File: src/rtl/reg_file_mp.sv
// reg_file_mp: two-read/two-write register file with write-to-read bypass, optional zero register and busy scoreboard
module reg_file_mp #(
  parameter int DATA_W   = 32,
  parameter int ADDR_W   = 5,
  parameter bit ZERO_REG = 1'b1,
  parameter bit BYPASS   = 1'b1
) (
  input  logic              clk_i,
  input  logic              rst_n_i,
  input  logic [ADDR_W-1:0] rs_addr_i,
  input  logic [ADDR_W-1:0] rt_addr_i,
  output logic [DATA_W-1:0] rs_data_o,
  output logic [DATA_W-1:0] rt_data_o,
  output logic              rs_busy_o,
  output logic              rt_busy_o,
  input  logic              wr0_en_i,
  input  logic [ADDR_W-1:0] wr0_addr_i,
  input  logic [DATA_W-1:0] wr0_data_i,
  input  logic              wr1_en_i,
  input  logic [ADDR_W-1:0] wr1_addr_i,
  input  logic [DATA_W-1:0] wr1_data_i,
  input  logic              sb_set_i,
  input  logic [ADDR_W-1:0] sb_addr_i
);
  localparam int DEPTH = 1 << ADDR_W;

  logic [DATA_W-1:0] regs_q [DEPTH];
  logic [DATA_W-1:0] regs_d [DEPTH];
  logic [DEPTH-1:0]  busy_q;
  logic [DEPTH-1:0]  busy_d;

  logic wr0_ok;
  logic wr1_ok;

  assign wr0_ok = wr0_en_i && !(ZERO_REG && wr0_addr_i == '0);
  assign wr1_ok = wr1_en_i && !(ZERO_REG && wr1_addr_i == '0);

  // port 1 is applied last so it wins a same-address conflict
  always_comb begin
    regs_d = regs_q;
    if (wr0_ok) regs_d[wr0_addr_i] = wr0_data_i;
    if (wr1_ok) regs_d[wr1_addr_i] = wr1_data_i;
  end

  // set is applied after clear: a newly issued producer supersedes the retiring one
  always_comb begin
    busy_d = busy_q;
    if (wr0_en_i) busy_d[wr0_addr_i] = 1'b0;
    if (wr1_en_i) busy_d[wr1_addr_i] = 1'b0;
    if (sb_set_i) busy_d[sb_addr_i] = 1'b1;
    if (ZERO_REG) busy_d[0] = 1'b0;
  end

  always_ff @(posedge clk_i or negedge rst_n_i) begin
    if (!rst_n_i) begin
      for (int i = 0; i < DEPTH; i++) regs_q[i] <= '0;
      busy_q <= '0;
    end else begin
      regs_q <= regs_d;
      busy_q <= busy_d;
    end
  end

  function automatic logic [DATA_W-1:0] rd_data(input logic [ADDR_W-1:0] a);
    logic [DATA_W-1:0] v;
    v = regs_q[a];
    if (BYPASS && wr0_en_i && wr0_addr_i == a) v = wr0_data_i;
    if (BYPASS && wr1_en_i && wr1_addr_i == a) v = wr1_data_i;
    if (ZERO_REG && a == '0) v = '0;
    return v;
  endfunction

  function automatic logic rd_busy(input logic [ADDR_W-1:0] a);
    logic b;
    logic wr_hit;
    wr_hit = (wr0_en_i && wr0_addr_i == a) || (wr1_en_i && wr1_addr_i == a);
    b = busy_q[a];
    if (BYPASS && wr_hit && !(sb_set_i && sb_addr_i == a)) b = 1'b0;
    if (ZERO_REG && a == '0) b = 1'b0;
    return b;
  endfunction

  assign rs_data_o = rd_data(rs_addr_i);
  assign rt_data_o = rd_data(rt_addr_i);
  assign rs_busy_o = rd_busy(rs_addr_i);
  assign rt_busy_o = rd_busy(rt_addr_i);
endmodule
File: config.mk
export PLATFORM = sky130hd
export DESIGN_NAME = reg_file_mp
export DESIGN_NICKNAME = d
export VERILOG_FILES = /design/src/rtl/reg_file_mp.sv
export SDC_FILE = /design/constraint.sdc
export NUM_CORES = 2
export LEC_CHECK = 0
export BUFFER_PORTS_ARGS = -buffer_cell sky130_fd_sc_hd__buf_2
export CAP_MARGIN = 20
export CELL_PAD_IN_SITES_DETAIL_PLACEMENT = 0
export CELL_PAD_IN_SITES_GLOBAL_PLACEMENT = 1
export CORE_ASPECT_RATIO = 0.75
export CORE_MARGIN = 2
export CORE_UTILIZATION = 35
export CTS_CLUSTER_SIZE = 20
export DETAILED_ROUTE_END_ITERATION = 8
export GPL_TIMING_DRIVEN = 0
export MAX_ROUTING_LAYER = met4
export PLACE_DENSITY = 0.63
export SLEW_MARGIN = 20
export SYNTH_ARGS = -nofsm -noshare
export SYNTH_HDL_FRONTEND = slang
export SYNTH_SLANG_ARGS = --single-unit
File: constraint.sdc
create_clock -name clk_i -period 3.9 [get_ports clk_i]
set_clock_uncertainty 0.05 [all_clocks]
set_input_delay 0.78 -clock clk_i [delete_from_list [all_inputs] [get_ports clk_i]]
set_output_delay 0.78 -clock clk_i [all_outputs]
set_load 0.02 [all_outputs]
**After elaboration in Yosys (flattened, before gate mapping)**

Index checks and enable logic that the tools add are counted.

- Register bits: 1055
- Input port bits: 94
- Output and inout bits: 66

- Magnitude comparators: 14
- Equal/unequal tests: 6
- Muxes and demuxes: 37
- Bitwise logic cells: 9
- Reduce and logical (&&, ||, !) cells: 25

Operator list:

| cell | count |
|---|---|
| $bwmux 1024 | 2 |
| $mux 1024 | 2 |
| $mux 32 | 15 |
| $bmux 32 s5 | 2 |
| $demux 32 s5 | 2 |
| $and 32x32->32 | 2 |
| $not 32->32 | 2 |
| $or 32x32->32 | 1 |
| $eq 5x5->1 | 6 |
| $lt 5x6->1 const B | 5 |
| $ge 6x6->1 const B | 4 |
| $not 5->6 | 4 |
| $logic_not 5->1 | 4 |
| $demux 1 s5 | 3 |
| $ge 5x1->1 const B | 3 |
| $logic_and 1x1->1 | 15 |
| $lt 6x1->1 const B | 2 |
| $bmux 1 s5 | 2 |
| $mux 1 | 9 |
| $logic_not 1->1 | 4 |
| $logic_or 1x1->1 | 2 |

**Depth between registers and ports, before layout**

- Depth in word-level cells: 11
- Mapped depth: 10

**Least setup slack after synthesis**

Ideal clock, no wire load.

- Path kind: in2out
- Start point: input rt_addr_i[1]
- End point: output rt_busy_o
- Arrival time: 3120 ps
- Path slack: -50 ps
- Cell stages on the path: 7
- Buffers on the path: 3
- Cells stage by stage: buf_2 > buf_2 > buf_1 > xor2_1 > nor4_1 > nand3_1 > a2111oi_0

- Cells in the longest elaborated chain, start to end: 6
- Elaborated cells on any way between the ends: 14

RTL lines:

| item | line | text |
|---|---|---|
| start, declared | 11 | `input logic [ADDR_W-1:0] rt_addr_i,` |
| parallel branches: the longest is 5 deep, another holds $bmux 1 s5 | - |  |
| $mux 1 (*) | 79 | `if (ZERO_REG && a == '0) b = 1'b0;` |
| end, declared | 15 | `output logic rt_busy_o,` |

Every way passes the cells marked *. The select of a mux whose other input is x is not followed.

**Final worst setup path**

- Start point: input rt_addr_i[0]
- End point: output rt_data_o[0]

- Cells in the longest elaborated chain, start to end: 7
- Elaborated cells on any way between the ends: 12

RTL lines:

| item | line | text |
|---|---|---|
| $not 5->6 (implied by the code) | 66 | `v = regs_q[a];` |
| $bmux 32 s5 | 66 |  |
| $mux 32 (implied by the code) (2 in series) | 66 |  |
| $mux 32 | 67 | `if (BYPASS && wr0_en_i && wr0_addr_i == a) v = wr0_data_i;` |
| $mux 32 | 68 | `if (BYPASS && wr1_en_i && wr1_addr_i == a) v = wr1_data_i;` |
| $mux 32 (*) | 69 | `if (ZERO_REG && a == '0) v = '0;` |
| end, declared | 13 | `output logic [DATA_W-1:0] rt_data_o,` |

Every way passes the cells marked *; elsewhere a longest branch is shown, timed or not. The select of a mux whose other input is x is not followed.

==> impl_metrics.csv <==
group,metric,value,unit
clock_network,cts_tree,"done",
worst_setup_path,cpMaxStageDelayCell,"a2111oi_4",
floorplanning,die_width,509,um
placement,post-place-ws,-2.31,ns
worst_setup_path,crit_path_start_kind,"input port",
timing,post-route-period-util,1.06,
timing,min_period,4.13,ns
routing,postRouteAntennaNets,0,
logic_synthesis,syn_nets,6629,
floorplanning,core,0.189,mm^2
timing,holdWs,0.313,ns
routing,routed_wl,504,mm
worst_setup_path,rr_worst_depth,2,
worst_setup_path,crit_required,3.07,ns
grt,grt_use_total,0.513,
routing,drt_iter0_drc,12800,
floorplanning,start_util,0.353,
routing,num_vias,69100,
clock_network,clk_pin_slew,0.06,ns
logic_synthesis,ys_seq_elements,1055,
worst_setup_path,path_class,"input port to primary output",
worst_hold_path,hold_path_class,"input port to flip-flop",
worst_hold_path,hold_depth,3,
layout,stdcell_area,0.0834,mm^2
logic_synthesis,yosysTopAreaCellShare,0.395,
layout,drive_gt1_frac,0.249,
worst_setup_path,rr_endpoint,"regs_q[655]$_DFF_PN0_",
timing,final-hold-violation-count,0,
power,p_per_area,515,mW/mm^2
grt,overflow,0,
timing,relSlewSlack,0.101,
grt,grt_pass1_wl,631,mm
layout,layout.cells.non_filler,9674,
logic_synthesis,synth_cells,6535,
timing,finalMaxSlewViolations,0,
routing,drc,0,
floorplanning,ioPinCount,160,
logic_synthesis,synth_area_leaders,"dfrtp_1 (39%), mux4_2 (15%), mux2i_1 (12%), a21oi_1 (4.4%), a22oi_1 (3.7%)",
flow_run,cap_violations,0,
floorplanning,num_rows,138,
timing,setup_viol,88,
clock_network,clk_latency,0.81,ns
routing,viasPerCell,7.14,
timing,timing.final.ws_setup,-0.235,ns
placement,dpl_cell_area,0.0715,mm^2
clock_network,htree_levels,3,
logic_synthesis,seq_area_frac_synth,0.395,
clock_network,cts.sinks,1055,
logic_synthesis,synth_edf_count,0,
grt,grt_max_degree,119,
worst_setup_path,crit_top_cell,"buf_16",
worst_setup_path,arrival,3.30,ns
logic_synthesis,ys_dominant_reg_cell,"dfrtp_1",
timing,worstMarginPinSlew,1.35,ns
layout,area_delta_synth_final,24.7,%
floorplanning,dieHeight,383,um
logic_synthesis,ys_async_sr_fraction,1.00,
timing,clock.fmax,242,MHz
worst_setup_path,max_stage_delay,0.63,ns
worst_setup_path,r2r_start,"regs_q[655]$_DFF_PN0_",
grt,grt_pass1_vias,61500,
worst_hold_path,min_from,"wr1_data_i[30]",
worst_hold_path,min_to,"regs_q[30]$_DFF_PN0_",
placement,dp_cells,9206,
clock_network,numCtsBuffers,120,
power,p_leak,36.3,nW
worst_setup_path,cp_num_cells,10,
power,max-vdd-ir-drop,0.353,mV
clock_network,clk_path_buf_depth,3,
placement,port_buffers,108,
timing,rsz0062_at_grt,"yes",
logic_synthesis,syn-cell-area,0.0669,mm^2
placement,hpwl,387,mm
logic_synthesis,synth_cell_types,70,
layout,nNetsFinal,7082,
layout,nFillCells,18300,
worst_setup_path,cp_max_fo,10,
worst_setup_path,worstPathCellList,"buf_16, buf_16, buf_16, buf_16, buf_12, mux2i_1, o21ai_0, a2111oi_4, o32ai_4, buf_6",
floorplanning,die-area,0.195,mm^2
worst_setup_path,cp_top_family,"buffers and inverters",
timing,fin_setup_tns,-8.40,ns
status,status,"complete, but fails checks",
routing,avgRoutedWirePerCell,52.1,um
worst_setup_path,rrSetupSlack,2.82,ns
routing,dr.pass1.iters,6,
clock_network,root_buffer,"clkbuf_16",
grt,antenna_found_initial,38,
worst_setup_path,worstPathBufferInverterCount,6,
logic_synthesis,yosysWarnings,0,
placement,place_congestion,1.12,
status,violations,"negative setup slack",
logic_synthesis,synth.avg_cell_area,10.2,um^2
worst_setup_path,end_kind,"primary output",
logic_synthesis,yosysTopAreaCell,"dfrtp_1",
-- registers in the layout (all words and copies together), names as in the netlist --
signal	cells
busy_q	31
regs_q	1024
-- worst max path at each step --
stage	start	endpoint
after detailed placement	rt_addr_i[1]	rt_data_o[28]
after global routing	rt_addr_i[0]	rt_data_o[12]
final	rt_addr_i[0]	rt_data_o[0]
after global placement	rst_n_i	regs_q[920]$_DFF_PN0_
after floorplan	rt_addr_i[1]	rt_busy_o
after CTS	rt_addr_i[0]	rt_data_o[0]
-- metal layers --
layer	wire [um]	GRT usage
met1	198000	0.668
met2	191000	0.640
met5	0	-
met4	38800	0.318
met3	77000	0.224
-- stage by stage --
stage | utilization | power, mW
2_1_floorplan | - | 22.6
3_3_place_gp | 0.373 | 27.7
3_5_place_dp | 0.378 | 28.1
4_1_cts | 0.427 | 41.5
5_1_grt | 0.440 | 43.7
6_report | 0.441 | 43.0
-- cell usage after synthesis, types with 11 or more instances --
master        n
o21ai_0     481
o21ai_1      40
a211oi_1     25
o32ai_1      48
a22oi_1     331
a32oi_1      38
mux4_2      446
and2_1       26
inv_1        64
buf_6        28
o221ai_1     24
buf_2       175
nor2_1      577
dfrtp_1    1055
a32o_1       29
mux2_2       48
mux2i_1     825
a2111oi_0    25
nor3_1       52
buf_4        37
a221oi_1    133
o22ai_1      79
nand2_2      11
buf_1        67
a21oi_1     591
nor2b_1      34
xnor2_1      18
xor2_1       12
clkbuf_1    547
nand2_1     531
-- repair_timing --
action                                  CTS  global route
endpoints found under the setup margin   66            66
cloned                                   12            14
pin swaps                                73           111
setup buffers                            94            64
hold endpoints to repair                 79             0
resized for setup                       875           331
hold buffers                              1             0
-- worst min-delay path, cell delays in order --
cell	delay [ns]
buf_2	0.18
nor2_1	0.12
a21oi_1	0.04
-- where the power goes --
| part | total [mW] | leakage [nW] | internal, mW | switching [mW] |
|---|---|---|---|---|
| Clock | 12.7 | 2.04 | 7.06 | 5.60 |
| Sequential | 16.5 | 13.0 | 13.7 | 2.72 |
| Combinational | 13.9 | 21.3 | 6.22 | 7.64 |
| Total | 43.0 | 36.3 | 27.0 | 16.0 |
-- cells in the final DEF (no fill, tap or decap), drive strengths merged, types with 25 or more instances in the layout --
master	Yosys	layout
o22ai	79	79
a221oi	139	139
a32oi	38	38
mux4	446	446
buf	313	644
nor2	596	596
a22oi	331	331
a211oi	25	25
clkbuf	548	734
nand2	542	542
mux2i	825	825
a21oi	591	591
a32o	29	29
diode	0	59
o21ai	523	523
clkinv	2	25
a2111oi	25	25
and2	27	27
nor3	53	53
dfrtp	1055	1055
nor2b	34	34
o32ai	48	48
mux2	48	48
inv	66	68
-- cell type report --
class | instances | area (um^2) | area share
diodes | 59 | 148 | 0.00177
clock buffers | 189 | 3640 | 0.0437
repair buffers | 337 | 4150 | 0.0498
flip-flops and latches | 1055 | 26400 | 0.317
clock inverters | 40 | 515 | 0.00618
inverters | 68 | 263 | 0.00315
multi-input cells | 4551 | 39100 | 0.469
well taps | 2520 | 3150 | 0.0378
plain buffers | 855 | 6050 | 0.0725
-- kinds of logic (layout without fill, tap and decap cells) --
group | count (synthesis) | in the layout | share of synthesized area
compound gates | 1880 | 1880 | 0.175
simple gates | 1322 | 1322 | 0.0827
mux | 1319 | 1319 | 0.282
flops | 1055 | 1055 | 0.395
buf+inv | 929 | 1489 | 0.0619
xor+xnor | 30 | 30 | 0.00393
other cells | 0 | 59 | 0
Power figures use the tool's default switching activity.
